<file path="src/rtl/pipeline_hazard_ctrl.sv">
// Stall/flush sequencer: load-use bubble, branch flush, multi-cycle MDU hold with timeout.
// Latency: stall/flush outputs are combinational from inputs and FSM state; counters update on the clock edge.
// Backpressure: holds F/D/E while an MDU op is in EX; a timed-out MDU op is flushed from EX.
module pipeline_hazard_ctrl #(
    parameter int REG_AW  = 5,
    parameter int CNT_W   = 32,
    parameter int MDU_MAX = 34
) (
    input  logic              clk,
    input  logic              rst,
    input  logic [REG_AW-1:0] RS1D,
    input  logic [REG_AW-1:0] RS2D,
    input  logic [REG_AW-1:0] RdE,
    input  logic              LoadE,
    input  logic              RegwriteE,
    input  logic              PCSrcE,
    input  logic              MduReqE,
    input  logic              MduDoneE,
    output logic              StallF,
    output logic              StallD,
    output logic              StallE,
    output logic              FlushD,
    output logic              FlushE,
    output logic              MduStartE,
    output logic              MduErr,
    output logic [CNT_W-1:0]  StallCnt
);

    localparam int WW = $clog2(MDU_MAX + 1);

    typedef enum logic {IDLE, MDU_WAIT} state_t;

    state_t            state_q, state_d;
    logic [WW-1:0]     wait_q, wait_d;
    logic              err_q, err_d;
    logic [CNT_W-1:0]  cnt_q, cnt_d;

    logic lu;
    logic stall_f, stall_d, stall_e, flush_d, flush_e, start;

    // Load-use hazard: a load in EX producing a register that DEC is about to read (x0 never hazards).
    assign lu = LoadE & RegwriteE & (RdE != '0) & ((RdE == RS1D) | (RdE == RS2D));

    // Next-state and stall/flush decode; MDU hold outranks MDU start, which outranks branch, then load-use.
    always_comb begin
        state_d = state_q;
        wait_d  = wait_q;
        err_d   = err_q;
        stall_f = 1'b0;
        stall_d = 1'b0;
        stall_e = 1'b0;
        flush_d = 1'b0;
        flush_e = 1'b0;
        start   = 1'b0;
        case (state_q)
            IDLE: begin
                if (MduReqE) begin
                    start   = 1'b1;
                    stall_f = 1'b1;
                    stall_d = 1'b1;
                    stall_e = 1'b1;
                    state_d = MDU_WAIT;
                    wait_d  = WW'(1);
                end else if (PCSrcE) begin
                    flush_d = 1'b1;
                    flush_e = 1'b1;
                end else if (lu) begin
                    stall_f = 1'b1;
                    stall_d = 1'b1;
                    flush_e = 1'b1;
                end
            end
            MDU_WAIT: begin
                if (MduDoneE) begin
                    // Result is valid: let the op retire out of EX on this edge.
                    state_d = IDLE;
                end else if (wait_q == WW'(MDU_MAX)) begin
                    // Unit never answered: kill the op in EX and record the error.
                    err_d   = 1'b1;
                    flush_e = 1'b1;
                    state_d = IDLE;
                end else begin
                    stall_f = 1'b1;
                    stall_d = 1'b1;
                    stall_e = 1'b1;
                    wait_d  = wait_q + WW'(1);
                end
            end
            default: state_d = IDLE;
        endcase
    end

    // Stall-cycle counter saturates at all-ones instead of wrapping.
    always_comb begin
        cnt_d = cnt_q;
        if (stall_f && !(&cnt_q)) cnt_d = cnt_q + CNT_W'(1);
    end

    // State, wait counter, sticky error and stall counter registers.
    always_ff @(posedge clk or posedge rst) begin
        if (rst) begin
            state_q <= IDLE;
            wait_q  <= '0;
            err_q   <= 1'b0;
            cnt_q   <= '0;
        end else begin
            state_q <= state_d;
            wait_q  <= wait_d;
            err_q   <= err_d;
            cnt_q   <= cnt_d;
        end
    end

    // Outputs forced quiet while reset is held so an asynchronous reset silences them immediately.
    always_comb begin
        StallF    = stall_f & ~rst;
        StallD    = stall_d & ~rst;
        StallE    = stall_e & ~rst;
        FlushD    = flush_d & ~rst;
        FlushE    = flush_e & ~rst;
        MduStartE = start   & ~rst;
    end

    assign MduErr   = err_q;
    assign StallCnt = cnt_q;

endmodule

</file>
<file path="config.mk">
export PLATFORM = sky130hd
export DESIGN_NAME = pipeline_hazard_ctrl
export DESIGN_NICKNAME = d
export VERILOG_FILES = /design/src/rtl/pipeline_hazard_ctrl.sv
export SDC_FILE = /design/constraint.sdc
export NUM_CORES = 1
export LEC_CHECK = 0
export CORE_ASPECT_RATIO = 0.5
export CORE_UTILIZATION = 52
export CTS_CLUSTER_SIZE = 10
export DETAILED_ROUTE_END_ITERATION = 12
export HOLD_SLACK_MARGIN = 0.12
export PLACE_DENSITY = 0.94
export SYNTH_ARGS = -nofsm -noshare
export SYNTH_HDL_FRONTEND = slang
export SYNTH_SLANG_ARGS = --single-unit
</file>
<file path="constraint.sdc">
create_clock -name clk -period 8.1 [get_ports clk]
set_input_delay 2.43 -clock clk [delete_from_list [all_inputs] [get_ports clk]]
set_output_delay 2.43 -clock clk [all_outputs]
set_load 0.005 [all_outputs]
</file>
==> summary.txt <==
Setup path
  • CP Data Arrival Time: 4.56 ns
  • Reg2reg setup slack: 5.13 ns
  • Crit Path Class: input pin to output pin
  • Endpoint class of the critical path: output pin
  • Startpoint types: input pin
  • R2r endpoint: StallCnt[1]
  • R2r startpoint: StallCnt[0]
  • Max FO, Critical Path: 3
  • CP Capture Point: StallF
  • Cells on worst reg2reg path: 7
  • CP required: 5.67 ns
  • Crit path from: RdE[1]

Job
  • Max-cap violations: 0

Global route
  • First-pass GRT wire length: 8980 um
  • Antenna violations before repair: 0
  • Largest net degree at the start of global routing: 37
  • GRT Util Overall: 25.2%
  • Total gr overflow: 0
  • Vias in the first global route: 2020

Logic synthesis
  • Seq/Total Area, Yosys: 43.6%
  • Post-Syn Area: 0.00229 sq mm
  • Flop and latch count out of synthesis: 40
  • Post-Syn Instances: 218
  • Yosys cell types: 39
  • Syn_nets: 243
  • Post-synth EDFFs: 0
  • Post-synthesis average cell area: 10.5 sq um
  • Main synth FF type: dfrtp_1
  • Post-synth ARST share: 100%
  • Synth warn: 0

Route
  • Initial DRC Count: 93
  • Vias per cell: 5.85
  • Router iterations before antenna repair: 4
  • DRT antenna net count: 0
  • Avg WL per Cell: 15.9 um
  • Post-Route WL: 5320 um
  • DRC viols: 0
  • Via count: 1954

Floorplan
  • I/O Pins: 61
  • Die H: 49.0 um
  • Area of the die: 0.00470 sq mm
  • Initial Util: 56.5%
  • Core area: 0.00406 sq mm
  • Chip width: 95.9 um
  • Row cnt: 16

STA
  • Final slew viol count: 0
  • Unrepaired setup endpoints after global routing: false
  • Final period demand of the worst path: 6.99 ns
  • Slack of the critical path: 1.11 ns
  • Relative slew margins: 24.2%
  • Period utilization: 86.3%
  • Max Fclk: 143 MHz
  • Total negative setup slack: 0 ns
  • Final Setup Violations: 0
  • Final count of hold timing violations: 0
  • Clock Skews: 0.00771 ns
  • Worst slew pin tran: 1.13 ns

Finish
  • Highest-count cells in the layout ignoring fill and taps: 60 x clkdlybuf4s50_1, 40 x dfrtp_1, 34 x xor2_1, 16 x nand3_1, 16 x nand2_1
  • Fillers: 281
  • Final #Nets: 304
  • Layout cell share with drive strength beyond 1: 9.29%
  • Commonest non-fill, non-tap cell in the layout: clkdlybuf4s50_1
  • Synth-to-Final Area Change: 32.8%
  • Antenna diode count: 0

Clock network
  • Htree depth: 2
  • Hold Buf Count CTS: 0
  • CTS tree: yes
  • Worst-Skew Late Latency: 0.30 ns
  • CTS Buf Count: 5
  • Clock Tree Root: clkbuf_8
  • Post-cts sizing count: 0
  • Worst-path clk slew: 0.07 ns
  • # Post-CTS Setup Buffers: 0
  • # clock sinks: 40
  • Max clock buf depth: 2

Run status
  • Status: finished clean

Worst hold path
  • Hold crit path type: register to register

Power and ir drop
  • PD cells: 219 mW/mm^2
  • Leakage: 1.24 nW
  • Worst VDD drop: 0.000123 V

Placement
  • Pre-CTS setup slack: 1.11 ns
  • # port buffers: 60
  • Routability congestion estimate: 0.763
  • Detailed placement HPWL: 3730 um
## flip-flops by register name, indices dropped and copies added (netlist names)
signal	count
StallCnt	32
wait_q	6
MduErr	1
state_q	1
## synthesized netlist by cell type (2+ instances only)
| master | count | area, sq um |
|---|---|---|
| nor2_1 | 11 | 41.3 |
| xnor2_1 | 11 | 96.3 |
| a21oi_1 | 3 | 15.0 |
| nor4_1 | 4 | 25.0 |
| nor3_1 | 15 | 75.1 |
| xor2_1 | 34 | 298 |
| nor4_2 | 8 | 100 |
| nand2_1 | 16 | 60.1 |
| and3_1 | 5 | 31.3 |
| nand3_1 | 16 | 80.1 |
| inv_1 | 4 | 15.0 |
| nand4_1 | 7 | 43.8 |
| nor3b_1 | 3 | 22.5 |
| and4_1 | 3 | 26.3 |
| o21ai_0 | 4 | 20.0 |
| buf_6 | 2 | 22.5 |
| and2_1 | 3 | 18.8 |
| buf_4 | 2 | 15.0 |
| nor4b_1 | 2 | 17.5 |
| nand2b_1 | 2 | 12.5 |
| ha_1 | 3 | 37.5 |
| buf_2 | 3 | 15.0 |
| dfrtp_1 | 40 | 1000 |
| nor2b_1 | 2 | 12.5 |
## worst min path at each step
stage | startpoint | end | cells after the start
6_report | MduErr | MduErr | 1
5_1_grt | StallCnt[29] | StallCnt[29] | 1
4_1_cts | MduErr | MduErr | 1
3_5_place_dp | MduErr | MduErr | 1
3_3_place_gp | MduErr | MduErr | 1
2_1_floorplan | MduErr | MduErr | 1
## worst max-delay path, stage by stage
cell,delay [ns]
clkdlybuf4s50_1,0.48
or4_1,0.55
o211ai_1,0.33
a2111oi_4,0.08
a21oi_2,0.17
nor2_1,0.07
clkdlybuf4s50_1,0.45
## cell families (layout without fill, tap and decap cells)
family	Yosys count	count (layout)	synth area share (%)
simple gates	103	103	28.7
xor+xnor	45	45	17.2
flops	40	40	43.6
compound gates	14	14	5.29
buf+inv	12	74	3.11
fa+ha+maj	3	3	1.64
mux	1	1	0.491
## metrics by stage
stage          util (%)  cells  hold WS, ns  power, W  area [sq um]
5_1_grt            75.0    334        0.519  0.000701          3050
3_3_place_gp       71.9    326        0.453  0.000478          2920
4_1_cts            75.0    334        0.480  0.000671          3050
6_report           75.0    334        0.482  0.000667          3050
3_5_place_dp       71.9    326        0.461  0.000491          2920
2_1_floorplan         -    218        0.459  0.000386          2290
## metal layers
layer  part of all wire (%)  track usage, %  up-vias
li1                       -               -      892
met1                     40            29.0      979
met2                     53            44.3       73
met3                    5.0            5.30       10
met4                    1.9            12.7        0
met5                      0               0        -
## power by group
group          internal (W)  switching (W)  total, W
registers          0.000238      0.0000591  0.000297
logic              0.000107      0.0000834  0.000191
clock network      0.000109      0.0000711  0.000180
## layout make-up
cell class	count	area [sq um]	share of cell area, %
clock buffers	7	96.3	3.16
clock inverters	1	30.0	0.985
inverters	4	15.0	0.493
multi-input cells	166	1220	40.1
flip-flops and latches	40	1000	32.8
well taps	54	67.6	2.22
repair buffers	62	616	20.2
No activity file was read; power rests on OpenSTA's default activity.
